## src/rtl/player1text_sprite_fetch_if.sv

```systemverilog
// Sprite ROM bus for player1text_sprite_fetch: registered address out, 4-bit data back
// one cycle later.
interface player1text_sprite_fetch_if #(
    parameter int ADDR_W = 13
);
    logic [ADDR_W-1:0] rom_addr;
    logic [3:0]        rom_q;

    modport master (output rom_addr, input rom_q);
    modport slave  (input rom_addr, output rom_q);
endinterface

```

## src/rtl/player1text_sprite_fetch.sv

```systemverilog
// Player-1 text sprite fetch: window detect, ROM addressing, 3-cycle pixel pipe and a
// frame-synchronous show/blink FSM. Define P1TEXT_BLINK_EN to build the blink states.
module player1text_sprite_fetch #(
    parameter int         X_POS           = 240,
    parameter int         Y_POS           = 16,
    parameter int         IMG_W           = 160,
    parameter int         IMG_H           = 32,
    parameter int         ADDR_W          = 13,
    parameter logic [3:0] TRANSPARENT_IDX = 4'h0,
    parameter int         HALF_PERIOD     = 15,
    parameter int         BLINK_TOGGLES   = 6
) (
    input  logic                       vga_clk,
    input  logic                       reset_n,
    input  logic [9:0]                 draw_x,
    input  logic [9:0]                 draw_y,
    input  logic                       active,
    input  logic                       frame_tick,
    input  logic                       show,
    input  logic                       blink_req,
    player1text_sprite_fetch_if.master rom,
    output logic [3:0]                 pix_idx,
    output logic                       pix_valid,
    output logic                       blinking
);

    typedef enum logic [1:0] {
        HIDDEN    = 2'd0,
        SHOWN     = 2'd1,
        BLINK_ON  = 2'd2,
        BLINK_OFF = 2'd3
    } state_t;

    // Window bounds held at 11 bits so X_POS+IMG_W up to 1023 cannot wrap.
    localparam logic [10:0] X_LO = 11'(X_POS);
    localparam logic [10:0] X_HI = 11'(X_POS + IMG_W);
    localparam logic [10:0] Y_LO = 11'(Y_POS);
    localparam logic [10:0] Y_HI = 11'(Y_POS + IMG_H);
    localparam logic [ADDR_W-1:0] W_A = ADDR_W'(IMG_W);

    logic [10:0]       x_s;
    logic [10:0]       y_s;
    logic [10:0]       col_off_s;
    logic [10:0]       row_off_s;
    logic [ADDR_W-1:0] addr_s;
    logic              hit_s;
    logic [ADDR_W-1:0] rom_addr_r;
    logic              hit_d1_r;
    logic              hit_d2_r;
    logic [3:0]        pix_idx_r;
    logic              pix_valid_r;
    logic              visible_s;
    state_t            state_r;
    state_t            state_n;

    assign x_s       = {1'b0, draw_x};
    assign y_s       = {1'b0, draw_y};
    assign col_off_s = x_s - X_LO;
    assign row_off_s = y_s - Y_LO;
    assign hit_s     = active && (x_s >= X_LO) && (x_s < X_HI) && (y_s >= Y_LO) && (y_s < Y_HI);
    // Address arithmetic done modulo 2^ADDR_W, which equals truncating the full product.
    assign addr_s    = ADDR_W'(row_off_s) * W_A + ADDR_W'(col_off_s);

    // Stage 1: register ROM address and window hit.
    always_ff @(posedge vga_clk or negedge reset_n) begin
        if (!reset_n) begin
            rom_addr_r <= {ADDR_W{1'b0}};
            hit_d1_r   <= 1'b0;
        end else begin
            rom_addr_r <= hit_s ? addr_s : {ADDR_W{1'b0}};
            hit_d1_r   <= hit_s;
        end
    end

    assign rom.rom_addr = rom_addr_r;

    // Stage 2: carry the hit flag alongside the ROM read.
    always_ff @(posedge vga_clk or negedge reset_n) begin
        if (!reset_n) begin
            hit_d2_r <= 1'b0;
        end else begin
            hit_d2_r <= hit_d1_r;
        end
    end

    // Stage 3: palette index and opaque/visible flag.
    always_ff @(posedge vga_clk or negedge reset_n) begin
        if (!reset_n) begin
            pix_idx_r   <= TRANSPARENT_IDX;
            pix_valid_r <= 1'b0;
        end else begin
            pix_idx_r   <= hit_d2_r ? rom.rom_q : TRANSPARENT_IDX;
            pix_valid_r <= hit_d2_r && (rom.rom_q != TRANSPARENT_IDX) && visible_s;
        end
    end

    assign pix_idx   = pix_idx_r;
    assign pix_valid = pix_valid_r;

`ifdef P1TEXT_BLINK_EN
    localparam int PH_W = (HALF_PERIOD > 1) ? $clog2(HALF_PERIOD) : 1;
    localparam int TG_W = $clog2(BLINK_TOGGLES + 1);
    localparam logic [PH_W-1:0] PH_LAST = PH_W'(HALF_PERIOD - 1);
    localparam logic [TG_W-1:0] TG_LAST = TG_W'(BLINK_TOGGLES - 1);

    logic            pend_r;
    logic            pend_eff_s;
    logic [PH_W-1:0] phase_r;
    logic [PH_W-1:0] phase_n;
    logic [TG_W-1:0] tog_r;
    logic [TG_W-1:0] tog_n;
    logic            blink_n_s;
    logic            blinking_r;

    // A request coinciding with the tick is honoured at that tick.
    assign pend_eff_s = pend_r | blink_req;

    // Pending blink request, consumed at every frame tick.
    always_ff @(posedge vga_clk or negedge reset_n) begin
        if (!reset_n) begin
            pend_r <= 1'b0;
        end else if (frame_tick) begin
            pend_r <= 1'b0;
        end else if (blink_req) begin
            pend_r <= 1'b1;
        end else begin
            pend_r <= pend_r;
        end
    end

    // FSM state register, burst counters and registered blinking flag.
    always_ff @(posedge vga_clk or negedge reset_n) begin
        if (!reset_n) begin
            state_r    <= HIDDEN;
            phase_r    <= {PH_W{1'b0}};
            tog_r      <= {TG_W{1'b0}};
            blinking_r <= 1'b0;
        end else begin
            state_r    <= state_n;
            phase_r    <= phase_n;
            tog_r      <= tog_n;
            blinking_r <= blink_n_s;
        end
    end

    // Next-state logic; only a frame tick moves the FSM.
    always_comb begin
        state_n = state_r;
        phase_n = phase_r;
        tog_n   = tog_r;
        if (frame_tick) begin
            case (state_r)
                HIDDEN: begin
                    if (show) begin
                        state_n = pend_eff_s ? BLINK_ON : SHOWN;
                        phase_n = {PH_W{1'b0}};
                        tog_n   = {TG_W{1'b0}};
                    end else begin
                        state_n = HIDDEN;
                    end
                end
                SHOWN: begin
                    if (!show) begin
                        state_n = HIDDEN;
                    end else if (pend_eff_s) begin
                        state_n = BLINK_ON;
                        phase_n = {PH_W{1'b0}};
                        tog_n   = {TG_W{1'b0}};
                    end else begin
                        state_n = SHOWN;
                    end
                end
                BLINK_ON, BLINK_OFF: begin
                    if (!show) begin
                        state_n = HIDDEN;
                        phase_n = {PH_W{1'b0}};
                        tog_n   = {TG_W{1'b0}};
                    end else if (pend_eff_s) begin
                        state_n = BLINK_ON;
                        phase_n = {PH_W{1'b0}};
                        tog_n   = {TG_W{1'b0}};
                    end else if (phase_r == PH_LAST) begin
                        phase_n = {PH_W{1'b0}};
                        tog_n   = tog_r + TG_W'(1);
                        if (tog_r == TG_LAST) begin
                            state_n = SHOWN;
                        end else begin
                            state_n = (state_r == BLINK_ON) ? BLINK_OFF : BLINK_ON;
                        end
                    end else begin
                        phase_n = phase_r + PH_W'(1);
                        state_n = state_r;
                    end
                end
                default: begin
                    state_n = HIDDEN;
                end
            endcase
        end else begin
            state_n = state_r;
        end
    end

    // FSM outputs: visibility from the current state, blinking from the next.
    always_comb begin
        visible_s = 1'b0;
        blink_n_s = 1'b0;
        case (state_r)
            SHOWN:    visible_s = 1'b1;
            BLINK_ON: visible_s = 1'b1;
            default:  visible_s = 1'b0;
        endcase
        case (state_n)
            BLINK_ON, BLINK_OFF: blink_n_s = 1'b1;
            default:             blink_n_s = 1'b0;
        endcase
    end

    assign blinking = blinking_r;
`else
    logic unused_blink_s;

    assign unused_blink_s = blink_req;

    // FSM state register.
    always_ff @(posedge vga_clk or negedge reset_n) begin
        if (!reset_n) begin
            state_r <= HIDDEN;
        end else begin
            state_r <= state_n;
        end
    end

    // Next-state logic; only a frame tick moves the FSM.
    always_comb begin
        state_n = state_r;
        if (frame_tick) begin
            case (state_r)
                HIDDEN:  state_n = show ? SHOWN : HIDDEN;
                SHOWN:   state_n = show ? SHOWN : HIDDEN;
                default: state_n = HIDDEN;
            endcase
        end else begin
            state_n = state_r;
        end
    end

    // FSM outputs.
    always_comb begin
        visible_s = 1'b0;
        case (state_r)
            SHOWN:   visible_s = 1'b1;
            default: visible_s = 1'b0;
        endcase
    end

    assign blinking = 1'b0;
`endif

endmodule

```

## src/flat_wrapper.sv

```systemverilog
// flat-port wrapper written by rule: the top's interface ports become plain ports
module player1text_sprite_fetch_flat 
#(
    parameter int         X_POS           = 240,
    parameter int         Y_POS           = 16,
    parameter int         IMG_W           = 160,
    parameter int         IMG_H           = 32,
    parameter int         ADDR_W          = 13,
    parameter logic [3:0] TRANSPARENT_IDX = 4'h0,
    parameter int         HALF_PERIOD     = 15,
    parameter int         BLINK_TOGGLES   = 6
)
  (vga_clk, reset_n, draw_x, draw_y, active, frame_tick, show, blink_req, pix_idx, pix_valid, blinking, rom_rom_addr, rom_rom_q);
  player1text_sprite_fetch_if #(.ADDR_W(ADDR_W)) rom_i ();
  input  logic vga_clk;
  input  logic reset_n;
  input  logic [9:0] draw_x;
  input  logic [9:0] draw_y;
  input  logic active;
  input  logic frame_tick;
  input  logic show;
  input  logic blink_req;
  output logic [3:0] pix_idx;
  output logic pix_valid;
  output logic blinking;
  output wire logic [$bits(rom_i.rom_addr)-1:0] rom_rom_addr;
  input wire logic [$bits(rom_i.rom_q)-1:0] rom_rom_q;
  assign rom_rom_addr = rom_i.rom_addr;
  assign rom_i.rom_q = rom_rom_q;
  player1text_sprite_fetch #(.X_POS(X_POS), .Y_POS(Y_POS), .IMG_W(IMG_W), .IMG_H(IMG_H), .ADDR_W(ADDR_W), .TRANSPARENT_IDX(TRANSPARENT_IDX), .HALF_PERIOD(HALF_PERIOD), .BLINK_TOGGLES(BLINK_TOGGLES)) u_core (.vga_clk(vga_clk), .reset_n(reset_n), .draw_x(draw_x), .draw_y(draw_y), .active(active), .frame_tick(frame_tick), .show(show), .blink_req(blink_req), .rom(rom_i), .pix_idx(pix_idx), .pix_valid(pix_valid), .blinking(blinking));
endmodule
```

## config.mk

```make
export PLATFORM = sky130hd
export DESIGN_NAME = player1text_sprite_fetch_flat
export DESIGN_NICKNAME = d
export VERILOG_FILES = /design/src/rtl/player1text_sprite_fetch_if.sv /design/src/rtl/player1text_sprite_fetch.sv /design/src/flat_wrapper.sv
export SDC_FILE = /design/constraint.sdc
export NUM_CORES = 1
export LEC_CHECK = 0
export BUFFER_PORTS_ARGS = -buffer_cell sky130_fd_sc_hd__clkbuf_2
export CAP_MARGIN = 10
export CORE_ASPECT_RATIO = 1.5
export CORE_MARGIN = 10
export CORE_UTILIZATION = 49
export CTS_CLUSTER_SIZE = 20
export DETAILED_ROUTE_END_ITERATION = 10
export PLACE_DENSITY_LB_ADDON = 0.1
export SYNTH_ARGS = -nofsm -noshare
export SYNTH_HDL_FRONTEND = slang
export SYNTH_SLANG_ARGS = --single-unit
```

## constraint.sdc

```tcl
create_clock -name vga_clk -period 1.01 [get_ports vga_clk]
set_clock_uncertainty 0.2 [all_clocks]
set_input_delay 0.101 -clock vga_clk [delete_from_list [all_inputs] [get_ports vga_clk]]
set_output_delay 0.101 -clock vga_clk [all_outputs]
set_load 0.005 [all_outputs]
```

==> qor.yml, run 1 <==
outcome:
  status: "aborted with a tool error"
  lastStage: "5_1_grt"
  error_message: "[ERROR DPL-0033] detailed placement checks failed during check placement."
clock_network:
  h-tree-depth: 1
  cts_buffers: 3
  cts.sinks: 21
  clock_path_buffers: 2
  root_buffer: "clkbuf_8"
synth:
  synth_edf_count: 0
  syn_area_per_cell_um2: 10.1
  synthesis.nets: 192
  ys_warn_count: 0
  syn_area_um2: 1410
  ys_async_sr_fraction_pct: 100
  syn_inst: 140
  synth_seq_cells: 21
  yosysSeqAreaShare_pct: 37.3
  ys.flop_type: "dfrtp_1"
  synthDistinctLibCells: 41
grt:
  grt_max_degree: 22
  antenna_found_initial: 0
sta:
  worst_endpoint: "u_core.rom.rom_addr[11]$_DFF_PN0_/D"
  endpoint_type: "register input"
placed_design:
  place_ws_ns: -1.58
  gp_congestion: 0.795
  place_hpwl_um: 3250
  io_buffer_count: 46
floorplan:
  core.rowCount: 23
  start_util_pct: 52.1
  io_pins: 49
  die_w_um: 63.8
  fp.dieH_um: 85.7
## synth_stat cells, types with 2 or more instances
master | number | area (um^2)
a211oi_1 | 3 | 22.5
a21o_1 | 2 | 15.0
a21oi_1 | 3 | 15.0
and2_1 | 4 | 25.0
dfrtp_1 | 21 | 526
fa_1 | 2 | 40.0
ha_1 | 20 | 250
inv_1 | 19 | 71.3
nand2_1 | 3 | 11.3
nand2b_1 | 2 | 12.5
nand3_1 | 2 | 10.0
nor2_1 | 13 | 48.8
nor2b_1 | 2 | 12.5
nor3_1 | 5 | 25.0
nor3b_1 | 2 | 15.0
o21ai_0 | 4 | 20.0
xnor2_1 | 5 | 43.8
xor2_1 | 5 | 43.8
## what timing repair did
action                                  4_1_cts
hold buffers                                  8
gates resized for setup                      49
hold endpoints to repair                     30
pin swaps                                    21
endpoints found under the setup margin       32
gates cloned                                  0
buffers inserted                              4
## cell families after synthesis
kind of cell             after synthesis  synth area share (%)
AO/OA/AOI/OAI                         22                  11.1
XOR/XNOR                              11                  7.81
adder cells (fa/ha/maj)               22                  20.6
buffers and inverters                 21                  6.39
flip-flops                            21                  37.3
multiplexers                           1                 0.799
other                                  1                 0.266
AND/OR/NAND/NOR                       41                  15.7
## metrics by stage
stage	std cells	hold slack [ns]	instance area [um^2]
after floorplan	140	-0.395	1620
after global placement	260	-0.130	2170
after detailed placement	260	-0.127	2170
after CTS	274	-0.119	2550
==> run 2, diff against run 1 <==
--- a/config.mk
+++ b/config.mk
@@ -7,12 +7,10 @@
 export LEC_CHECK = 0
 export BUFFER_PORTS_ARGS = -buffer_cell sky130_fd_sc_hd__clkbuf_2
 export CAP_MARGIN = 10
-export CORE_ASPECT_RATIO = 1.5
-export CORE_MARGIN = 10
-export CORE_UTILIZATION = 49
-export CTS_CLUSTER_SIZE = 20
+export CORE_AREA = 10 10 71 73
 export DETAILED_ROUTE_END_ITERATION = 10
-export PLACE_DENSITY_LB_ADDON = 0.1
+export DIE_AREA = 0 0 81 83
+export PLACE_DENSITY_LB_ADDON = 0.15
 export SYNTH_ARGS = -nofsm -noshare
 export SYNTH_HDL_FRONTEND = slang
 export SYNTH_SLANG_ARGS = --single-unit
==> run 2 against run 1 <==
  * Synthesized area is the same
  * The flow now finishes, with violations (negative hold slack, negative setup slack)
  * Synthesized cell count did not move
==> qor.yml, run 2 <==
final_layout:
  final_common_cell: "buf_4"
  drive_gt1_share_pct: 64.0
  antenna_cells: 0
  nets: 292
  syn2layout_area_growth_pct: 90.3
  stdcell_area_um2: 2680
  multi_input_area_um2: 1220
  seq_area_um2: 526
  largest_register_ffs: 13
  most-common-layout-cells: "39 x buf_4, 38 x clkbuf_2, 21 x dfrtp_1"
  fill_cells: 262
grt:
  grt_pass1_vias: 1449
  grt_first_pass_wirelength_um: 6470
  antenna_found_initial: 0
  overflow: 0
  grt_usage_pct: 11.8
  grt_max_degree: 22
worst_setup_path:
  worstPathArrival_ns: 2.11
  end_kind: "flip-flop"
  ff2ff_setup_slack_ns: 0.04
  cp_num_buf_inv: 3
  slowest_stage: "fa_2"
  cpLargestDelayFamily: "adder cells"
  cp_cell_sequence: "buf_8 -> ha_4 -> ha_4 -> inv_2 -> fa_2 -> inv_2 -> ha_4 -> o21a_1 -> o31a_1 -> o21ai_1 -> nor3b_2 -> nor3_1"
  path_class: "input pin to flip-flop"
  critPathMaxStageDelay_ns: 0.52
  path_max_fanout: 3
  path_common_cell: "ha_4"
  cp-start-kind: "input pin"
  cp.required_ns: 0.98
sta:
  min_period_ns: 2.15
  finalCritPeriodShare_pct: 213
  hold_slack_ns: -0.110
  setup_tns_ns: -9.64
  drv_slew: 0
  setup_ws_ns: -1.14
  finalHoldViolCount: 2
  setup_violations: 33
  max_freq_mhz: 466
  rsz0062_at_grt: "yes"
placed_design:
  io_buffer_count: 46  # unchanged
  place_hpwl_um: 3200  # -1.8%
  placed_area_um2: 2170  # +0.29%
  place_ws_ns: -1.44  # +0.144 ns
  gp_congestion: 0.807  # +1.5%
clock_network:
  clock_path_buffers: 2  # unchanged
  cts.sinks: 21  # unchanged
  h-tree-depth: 1  # unchanged
  root_buffer: "clkbuf_8"
  cts_buffers: 3  # unchanged
  cts_tree: "done"
  path_clk_slew_ns: 0.07
  clk_latency_ns: 0.25
synth:
  synth_edf_count: 0  # unchanged
  synthDistinctLibCells: 41  # unchanged
  ys_warn_count: 0  # unchanged
  synth_seq_cells: 21  # unchanged
  yosysSeqAreaShare_pct: 37.3  # unchanged
  synth_most_common_cell: "dfrtp_1"
  ys.flop_type: "dfrtp_1"
  yosys.area.top_type: "dfrtp_1"
  yosysTopAreaCellShare_pct: 37.3  # unchanged
  syn_inst: 140  # unchanged
  syn_area_um2: 1410  # unchanged
  ys_top_cells_by_count: "21 x dfrtp_1, 20 x ha_1, 19 x inv_1"
  syn_area_per_cell_um2: 10.1  # unchanged
  yosys-top-cells-area: "dfrtp_1 37%, ha_1 18%, inv_1 5.1%"
  synthesis.nets: 192  # unchanged
  ys_async_sr_fraction_pct: 100  # unchanged
power:
  p_per_area_nw_per_um2: 1040
  leakage_nw: 1.28
  vdd.ir_drop.worst_mv: 0.936
drt:
  antenna_left: 0
  wirelength_um: 4300
  first_pass_iters: 4
  vias_per_cell: 4.71
  drcViolationCount: 0
  avgRoutedWirePerCell_um: 15.0
  drtIter0Drc: 64
  routed-via-count: 1351
floorplan:
  dieArea_um2: 6720
  core.rowCount: 22  # -4.3%
  die_w_um: 81  # +27%
  fp.dieH_um: 83  # -3.1%
  core_um2: 3630
  start_util_pct: 38.8  # -13 points
  io_pins: 49  # unchanged
flow_run:
  cap_violations: 0
outcome:
  violations: "negative hold slack, negative setup slack"
  status: "complete, but fails checks"
min_path:
  hp-class: "input pin to flip-flop"
run 2: cell counts after synthesis:
No cell type changed its count.
run 2: path summary, 6_finish.rpt:
check / from / endpoint / depth (start not counted)
max in group asynchronous: reset_n / u_core.pix_idx[1] / 2
worst max-delay path: draw_y[3] / u_core.rom.rom_addr[11] / 12
worst min register to register: u_core.hit_d1_r / u_core.hit_d2_r / 0
worst min-delay path: show / u_core.state_r[0] / 2
worst max register to register: u_core.state_r[0] / u_core.state_r[0] / 1
min in group asynchronous: reset_n / u_core.rom.rom_addr[5] / 2
run 2: final cells by class:
| type | instances | share of cell area [%] |
|---|---|---|
| multi-input cells | 98 | 45.4 |
| repair buffers | 97 | 27.3 |
| flip-flops and latches | 21 | 19.6 |
| clock buffers | 4 | 1.68 |
| well taps | 48 | 2.24 |
| inverters | 19 | 3.83 |
run 2: metal layers:
layer	part of all wire, %	vias up	wire length (um)	GRT usage, %
met5	0	-	0	0
met4	1.3	0	54	2.35
met3	5.1	4	218	3.02
met2	58	31	2500	22.6
met1	36	646	1530	12.1
li1	-	670	-	-
run 2: metrics by stage:
| step | power, mW | std cells | hold slack [ns] | utilization, % |
|---|---|---|---|---|
| 3_3_place_gp | 1.92 | 270 | -0.126 | 59.8 |
| 6_report | 2.80 | 287 | -0.110 | 73.8 |
| 4_1_cts | 2.63 | 285 | -0.129 | 68.6 |
| 3_5_place_dp | 1.95 | 270 | -0.0993 | 59.8 |
| 5_1_grt | 2.97 | 287 | -0.107 | 73.8 |
| 2_1_floorplan | 1.51 | 140 | -0.395 | - |
run 2: logic make-up (layout without fill, tap and decap cells):
kind of cell | Yosys count | in the layout | synth area share, %
and+or+nand+nor | 41 | 41 | 15.7
other | 1 | 1 | 0.266
DFF | 21 | 21 | 37.3
AOI/OAI and AO/OA | 22 | 22 | 11.1
xor gates and xnor gates | 11 | 11 | 7.81
adders and majority gates | 22 | 22 | 20.6
muxes | 1 | 1 | 0.799
buffers and inverters | 21 | 120 | 6.39
run 2: where the power goes:
group | internal [mW] | switching (mW)
clock | 0.280 | 0.249
combinational | 0.792 | 0.626
sequential | 0.848 | 0.00345
run 2: repair_timing:
| action | in CTS | in global routing |
|---|---|---|
| endpoints found under the setup margin | 32 | 54 |
| endpoints found under the hold margin | 31 | 7 |
| pin swaps | 13 | 19 |
| hold buffers | 8 | 4 |
| resized for setup | 31 | 29 |
| setup buffers | 3 | 4 |
Power figures use the tool's default switching activity.
